<file path="config.mk">
export PLATFORM = sky130hd
export DESIGN_NAME = image_capture_packer
export DESIGN_NICKNAME = d
export VERILOG_FILES = /design/src/rtl/image_capture_packer.sv
export SDC_FILE = /design/constraint.sdc
export NUM_CORES = 1
export LEC_CHECK = 0
export CAP_MARGIN = 15
export CORE_MARGIN = 8
export CORE_UTILIZATION = 54
export DETAILED_ROUTE_END_ITERATION = 8
export GPL_TIMING_DRIVEN = 0
export HOLD_SLACK_MARGIN = 0.1
export PLACE_DENSITY = 0.9
export RECOVER_POWER = 25
export SETUP_SLACK_MARGIN = 0.5
export SLEW_MARGIN = 20
export SYNTH_ARGS = -nofsm -noshare
export SYNTH_HDL_FRONTEND = slang
export SYNTH_SLANG_ARGS = --single-unit
</file>
<file path="constraint.sdc">
create_clock -name in_HCLK -period 3.65 [get_ports in_HCLK]
set_input_delay 0.5475 -clock in_HCLK [delete_from_list [all_inputs] [get_ports in_HCLK]]
set_output_delay 0.5475 -clock in_HCLK [all_outputs]
set_load 0.02 [all_outputs]
</file>
<file path="src/rtl/image_capture_packer.sv">
// Captures one image frame from the sensor model and packs three 9-bit pixels
// per 32-bit SRAM word, flushing a zero-filled partial word at end of frame.
module image_capture_packer #(
    parameter int          FRAME_PIXELS    = 512,
    parameter logic [14:0] BASE_ADDR       = 15'h0000,
    parameter int          CAPTURE_LATENCY = 1
) (
    input  logic        in_HCLK,
    input  logic        in_HRESET,
    input  logic        in_start,
    input  logic [8:0]  in_ISM_data_read,
    input  logic        in_ISM_done,
    output logic        out_ISM_frame_capture,
    output logic        out_SRAM_we,
    output logic [14:0] out_SRAM_w_ADDR,
    output logic [31:0] out_SRAM_w_DATA,
    output logic        out_busy,
    output logic        out_done,
    output logic        out_error
);

    typedef enum logic [2:0] {
        S_IDLE, S_CAPTURE, S_WAIT, S_STREAM, S_FLUSH, S_DONE
    } state_t;

    localparam logic [9:0] LAST_PIX  = 10'(FRAME_PIXELS - 1);
    localparam logic [3:0] WAIT_LAST = 4'(CAPTURE_LATENCY - 2);

    state_t      state_q, state_d;
    logic [9:0]  pix_cnt_q, pix_cnt_d;
    logic [1:0]  slot_q, slot_d;
    logic [14:0] word_q, word_d;
    logic [3:0]  lat_cnt_q, lat_cnt_d;
    logic [17:0] pack_q, pack_d;
    logic        cap_q, cap_d;
    logic        we_q, we_d;
    logic [14:0] addr_q, addr_d;
    logic [31:0] data_q, data_d;
    logic        busy_q, busy_d;
    logic        done_q, done_d;
    logic        error_q, error_d;

    logic [26:0] word_v;
    logic        last_pix;
    logic        finish;

    // Word as it looks once the current pixel lands in its slot; unused upper
    // slots stay zero so a partial word is already zero-filled.
    always_comb begin
        case (slot_q)
            2'd0:    word_v = {18'b0, in_ISM_data_read};
            2'd1:    word_v = {9'b0, in_ISM_data_read, pack_q[8:0]};
            default: word_v = {in_ISM_data_read, pack_q};
        endcase
    end

    assign last_pix = (pix_cnt_q == LAST_PIX);
    assign finish   = last_pix || in_ISM_done;

    always_comb begin
        state_d   = state_q;
        pix_cnt_d = pix_cnt_q;
        slot_d    = slot_q;
        word_d    = word_q;
        lat_cnt_d = lat_cnt_q;
        pack_d    = pack_q;
        cap_d     = 1'b0;
        we_d      = 1'b0;
        addr_d    = addr_q;
        data_d    = data_q;
        busy_d    = busy_q;
        done_d    = 1'b0;
        error_d   = error_q;
        case (state_q)
            S_IDLE: begin
                if (in_start) begin
                    state_d   = S_CAPTURE;
                    cap_d     = 1'b1;
                    busy_d    = 1'b1;
                    error_d   = 1'b0;
                    pix_cnt_d = '0;
                    slot_d    = '0;
                    word_d    = BASE_ADDR;
                    lat_cnt_d = '0;
                    pack_d    = '0;
                end
            end
            S_CAPTURE: begin
                lat_cnt_d = '0;
                state_d   = (CAPTURE_LATENCY == 1) ? S_STREAM : S_WAIT;
            end
            S_WAIT: begin
                if (lat_cnt_q == WAIT_LAST) begin
                    state_d = S_STREAM;
                end else begin
                    lat_cnt_d = lat_cnt_q + 4'd1;
                end
            end
            S_STREAM: begin
                pix_cnt_d = pix_cnt_q + 10'd1;
                // A full word, or whatever is pending at end of frame, is
                // registered here so the write shows up the following cycle.
                if (slot_q == 2'd2 || finish) begin
                    we_d   = 1'b1;
                    addr_d = word_q;
                    data_d = {5'b0, word_v};
                    word_d = word_q + 15'd1;
                    pack_d = '0;
                    slot_d = '0;
                end else begin
                    pack_d = word_v[17:0];
                    slot_d = slot_q + 2'd1;
                end
                if (finish) begin
                    state_d = S_FLUSH;
                    if (in_ISM_done != last_pix) begin
                        error_d = 1'b1;
                    end
                end
            end
            S_FLUSH: begin
                state_d = S_DONE;
                done_d  = 1'b1;
            end
            S_DONE: begin
                state_d = S_IDLE;
                busy_d  = 1'b0;
            end
            default: begin
                state_d = S_IDLE;
                busy_d  = 1'b0;
            end
        endcase
    end

    always_ff @(posedge in_HCLK or negedge in_HRESET) begin
        if (!in_HRESET) begin
            state_q   <= S_IDLE;
            pix_cnt_q <= '0;
            slot_q    <= '0;
            word_q    <= '0;
            lat_cnt_q <= '0;
            pack_q    <= '0;
            cap_q     <= 1'b0;
            we_q      <= 1'b0;
            addr_q    <= '0;
            data_q    <= '0;
            busy_q    <= 1'b0;
            done_q    <= 1'b0;
            error_q   <= 1'b0;
        end else begin
            state_q   <= state_d;
            pix_cnt_q <= pix_cnt_d;
            slot_q    <= slot_d;
            word_q    <= word_d;
            lat_cnt_q <= lat_cnt_d;
            pack_q    <= pack_d;
            cap_q     <= cap_d;
            we_q      <= we_d;
            addr_q    <= addr_d;
            data_q    <= data_d;
            busy_q    <= busy_d;
            done_q    <= done_d;
            error_q   <= error_d;
        end
    end

    assign out_ISM_frame_capture = cap_q;
    assign out_SRAM_we           = we_q;
    assign out_SRAM_w_ADDR       = addr_q;
    assign out_SRAM_w_DATA       = data_q;
    assign out_busy              = busy_q;
    assign out_done              = done_q;
    assign out_error             = error_q;

endmodule
</file>
==> flow_summary_export.csv <==
group,metric,value,unit
status,status,"finished, violations left",
status,violations,"max-capacitance violations, max-slew violations",
synth,synth_area_leaders,"dfrtp_1, nand2_1, a22o_1, nor2_1, a221oi_1",
worst_setup_path,reg2reg_setup_slack,0.59,ns
detailed_routing,wire_per_inst,17.2,um
detailed_routing,dr_wl_met3,930,um
cts,cts_max_level,3,
worst_setup_path,rr_endpoint,"word_q[13]$_DFFE_PN0P_",
power_and_ir_drop,powerDensity,873,nW/um2
synth,synth.avg_cell_area,10.0,um2
timing,setup_tns,0,ns
hold_path,min_from,"out_SRAM_w_DATA[24]$_DFFE_PN0P_",
flow_run,cap_violations,1,
cts,cts.sinks,99,
die,num_rows,32,
timing,skew,0.0173,ns
worst_setup_path,critical_path_class,"reg2reg",
timing,setup_ws,0.585,ns
detailed_routing,drt-initial-drc-count,299,
global_routing,antenna_found_initial,0,
detailed_routing,antenna_left,0,
final_layout,multi_input_area,1720,um2
detailed_routing,route.met2.wl,5170,um
global_routing,gr-total-overflow,0,
worst_setup_path,crit_path_top_delay_cell,"or4_1",
final_layout,fin_nets,532,
final_layout,fin_cells,618,
synth,synthFlopType,"dfrtp_1",
global_routing,grt_max_degree,67,
placed_design,placed_cells,600,
final_layout,drive_gt1_share,7.36,%
synth,yosysWarnings,0,
detailed_routing,totalWireLength,10700,um
synth,ys_seq_elements,99,
die,dieArea,11200,um2
timing,fmax,326,MHz
final_layout,synthToLayoutAreaGrowth,23.6,%
detailed_routing,drtPass1Iterations,5,
synth,synth_edf_count,0,
timing,setup_violations,0,
hold_path,min_path_cells,2,
hold_path,holdPathEnd,"out_SRAM_w_DATA[24]$_DFFE_PN0P_",
detailed_routing,vias,3740,
detailed_routing,maxUsedRoutingLayer,"met4",
synth,synth_largest_area_cell,"dfrtp_1",
worst_setup_path,worstRegToRegCells,10,
global_routing,grt_first_pass_wirelength,17900,um
worst_setup_path,cp-start-kind,"register",
cts,cts_tree,"yes",
synth,yosysSeqAreaShare,56.9,%
timing,drv_slew,34,
timing,fin_crit,3.06,ns
synth,syn_area,4350,um2
final_layout,n_antenna_cell,0,
cts,clkTransAtPathRegs,0.10,ns
worst_setup_path,critPathCaptureType,"register",
power_and_ir_drop,ir_worst_vdd,320,uV
worst_setup_path,cpMostUsedCell,"or4_1",
cts,cts_buffers,9,
timing,worst_pin_slew,1.87,ns
timing,rsz0062_at_grt,"true",
timing,hold_viol,0,
worst_setup_path,reg2reg_from,"pix_cnt_q[0]$_DFFE_PN0P_",
power_and_ir_drop,leakage,0.00243,uW
die,start_util,56.0,%
timing,whs,0.477,ns
final_layout,fill_cells,538,
final_layout,seqCellArea,2480,um2
placed_design,io_buffers,59,
cts,clk_latency,0.37,ns
worst_setup_path,worst-endpoint-required,3.94,ns
detailed_routing,wl_met1,4270,um
cts,clock_path_buffers,2,
placed_design,detailed_place_hpwl,7280,um
synth,yosysTopAreaCellShare,56.9,%
placed_design,pre_cts_slack,0.559,ns
global_routing,grt_pass1_vias,3622,
worst_setup_path,crit_chain,"ha_1 > and3_4 > nand3_1 > or3_1 > ha_2 > nor2b_2 > or4_1 > buf_2 > or4_1 > a21oi_1",
synth,syn_inst,434,
die,dieWidth,106,um
detailed_routing,vias_per_cell,6.05,
die,ios,65,
detailed_routing,drc,0,
timing,relSlewSlack,-24.5,%
cts,root_buffer,"clkbuf_8",
die,die_h,106,um
hold_path,min_path_type,"reg2reg",
synth,ys_types,43,
global_routing,grt_util_all_layers,19.4,%
timing,finalCritPeriodShare,84.0,%
die,core-area,7770,um2
worst_setup_path,cp_slowest_stage_delay,0.50,ns
worst_setup_path,arrival,3.36,ns
worst_setup_path,crit_fanout,9,
placed_design,gp_congestion,0.830,
synth,async_flop_share,100,%
[worst max path at each step]
stage,start,to,slack (ns),cells after the start
3_3_place_gp,in_HRESET,out_SRAM_w_DATA[20]$_DFFE_PN0P_,-1.43,1
6_report,pix_cnt_q[0]$_DFFE_PN0P_,word_q[13]$_DFFE_PN0P_,0.59,10
3_5_place_dp,pix_cnt_q[0]$_DFFE_PN0P_,word_q[9]$_DFFE_PN0P_,0.56,10
4_1_cts,pix_cnt_q[0]$_DFFE_PN0P_,word_q[13]$_DFFE_PN0P_,0.50,10
5_1_grt,pix_cnt_q[1]$_DFFE_PN0P_,word_q[13]$_DFFE_PN0P_,0.47,10
2_1_floorplan,pix_cnt_q[0]$_DFFE_PN0P_,word_q[9]$_DFFE_PN0P_,0.81,10
[cells by family after synthesis]
kind of cell | after synthesis | synth area share (%)
AO/OA/AOI/OAI | 91 | 15.6
XOR/XNOR | 5 | 1.01
adder cells (fa/ha/maj) | 7 | 2.01
buffers and inverters | 42 | 4.17
flip-flops | 99 | 56.9
multiplexers | 6 | 1.44
other | 1 | 0.0861
AND/OR/NAND/NOR | 183 | 18.8
[flip-flops by register name (all words and copies together) (netlist names), 2 cells and up]
signal,flops
out_SRAM_w_DATA,27
pix_cnt_q,10
state_q,3
slot_q,2
pack_q,18
out_SRAM_w_ADDR,15
word_q,15
lat_cnt_q,4
[layout by cell type, fill, tap and decap left out, types with 2 or more instances in the layout]
cell type        synthesis  layout
dfrtp_1                 99      99
nand2_1                 88      88
clkdlybuf4s50_1          0      58
nor2_1                  38      38
clkbuf_1                21      22
a22o_1                  20      20
nand3_1                 19      19
o21ai_0                 18      18
a221oi_1                14      14
inv_1                   11      11
o31ai_1                 10      10
a21oi_1                  9       9
clkbuf_8                 0       9
buf_4                    5       7
nor3_1                   6       6
a32o_1                   6       6
ha_1                     7       6
nand4_1                  5       5
or4_1                    5       5
conb_1                   1       5
buf_2                    4       4
or3_1                    4       4
mux2i_1                  4       4
xnor2_1                  4       4
a21o_1                   4       4
nor4_1                   3       3
o211ai_1                 3       3
bufinv_16                0       3
and2_1                   2       2
nand2b_1                 2       2
or2_2                    2       2
a22oi_1                  2       2
o41ai_1                  2       2
mux2_2                   2       2
clkinvlp_4               0       2
[synth_stat cells (all sizes together), types with 3 or more instances]
library cell	number
a21o	4
a21oi	9
a221oi	14
a22o	20
a32o	6
buf	10
clkbuf	21
dfrtp	99
ha	7
inv	11
mux2i	4
nand2	88
nand2b	3
nand3	19
nand4	5
nor2	38
nor3	6
nor4	3
o211ai	3
o21ai	18
o31ai	10
or3	4
or4	5
xnor2	4
[metrics by stage]
step / utilization (%) / power (uW) / cell area (um2)
floorplan: - / 2960 / 4370
global placement: 65.5 / 3720 / 5090
detailed placement: 65.9 / 3820 / 5110
CTS: 69.0 / 4680 / 5360
global route: 69.3 / 4990 / 5380
finish: 69.3 / 4700 / 5380
[timing repair]
action / CTS / global route
setup endpoints to repair: 0 / 13
gates resized for setup: 0 / 4
hold buffers: 1 / 0
endpoints found under the hold margin: 33 / 0
buffers inserted: 0 / 2
[area by class of cell]
type                            instances  area share, %
Sequential cell                        99           46.0
Multi-Input combinational cell        297           31.9
Timing Repair Buffer                   63           11.8
Buffer                                 31           2.63
Tap cell                              102           2.37
Clock buffer                            9           2.30
Clock inverter                          6           2.12
Inverter                               11          0.767
[per-layer routing]
layer | global-route usage [%] | vias up
li1 | - | 1683
met1 | 24.6 | 1830
met2 | 30.7 | 200
met3 | 4.45 | 27
met4 | 9.15 | 0
met5 | 0 | -
[report_power, final]
part	switching, uW	leakage, uW	internal, uW
Sequential	272	0.00131	1490
Combinational	1230	0.00101	862
Clock	390	0.000112	454
[critical path, delay by kind of cell (launching register included)]
family	cells	cell delay [ns]
adders and majority gates	2	0.41
and+or+nand+nor	6	1.84
AOI/OAI and AO/OA	1	0.19
buffers and inverters	1	0.18
DFF	1	0.38
Note: power is estimated with default switching activity, not from simulation.
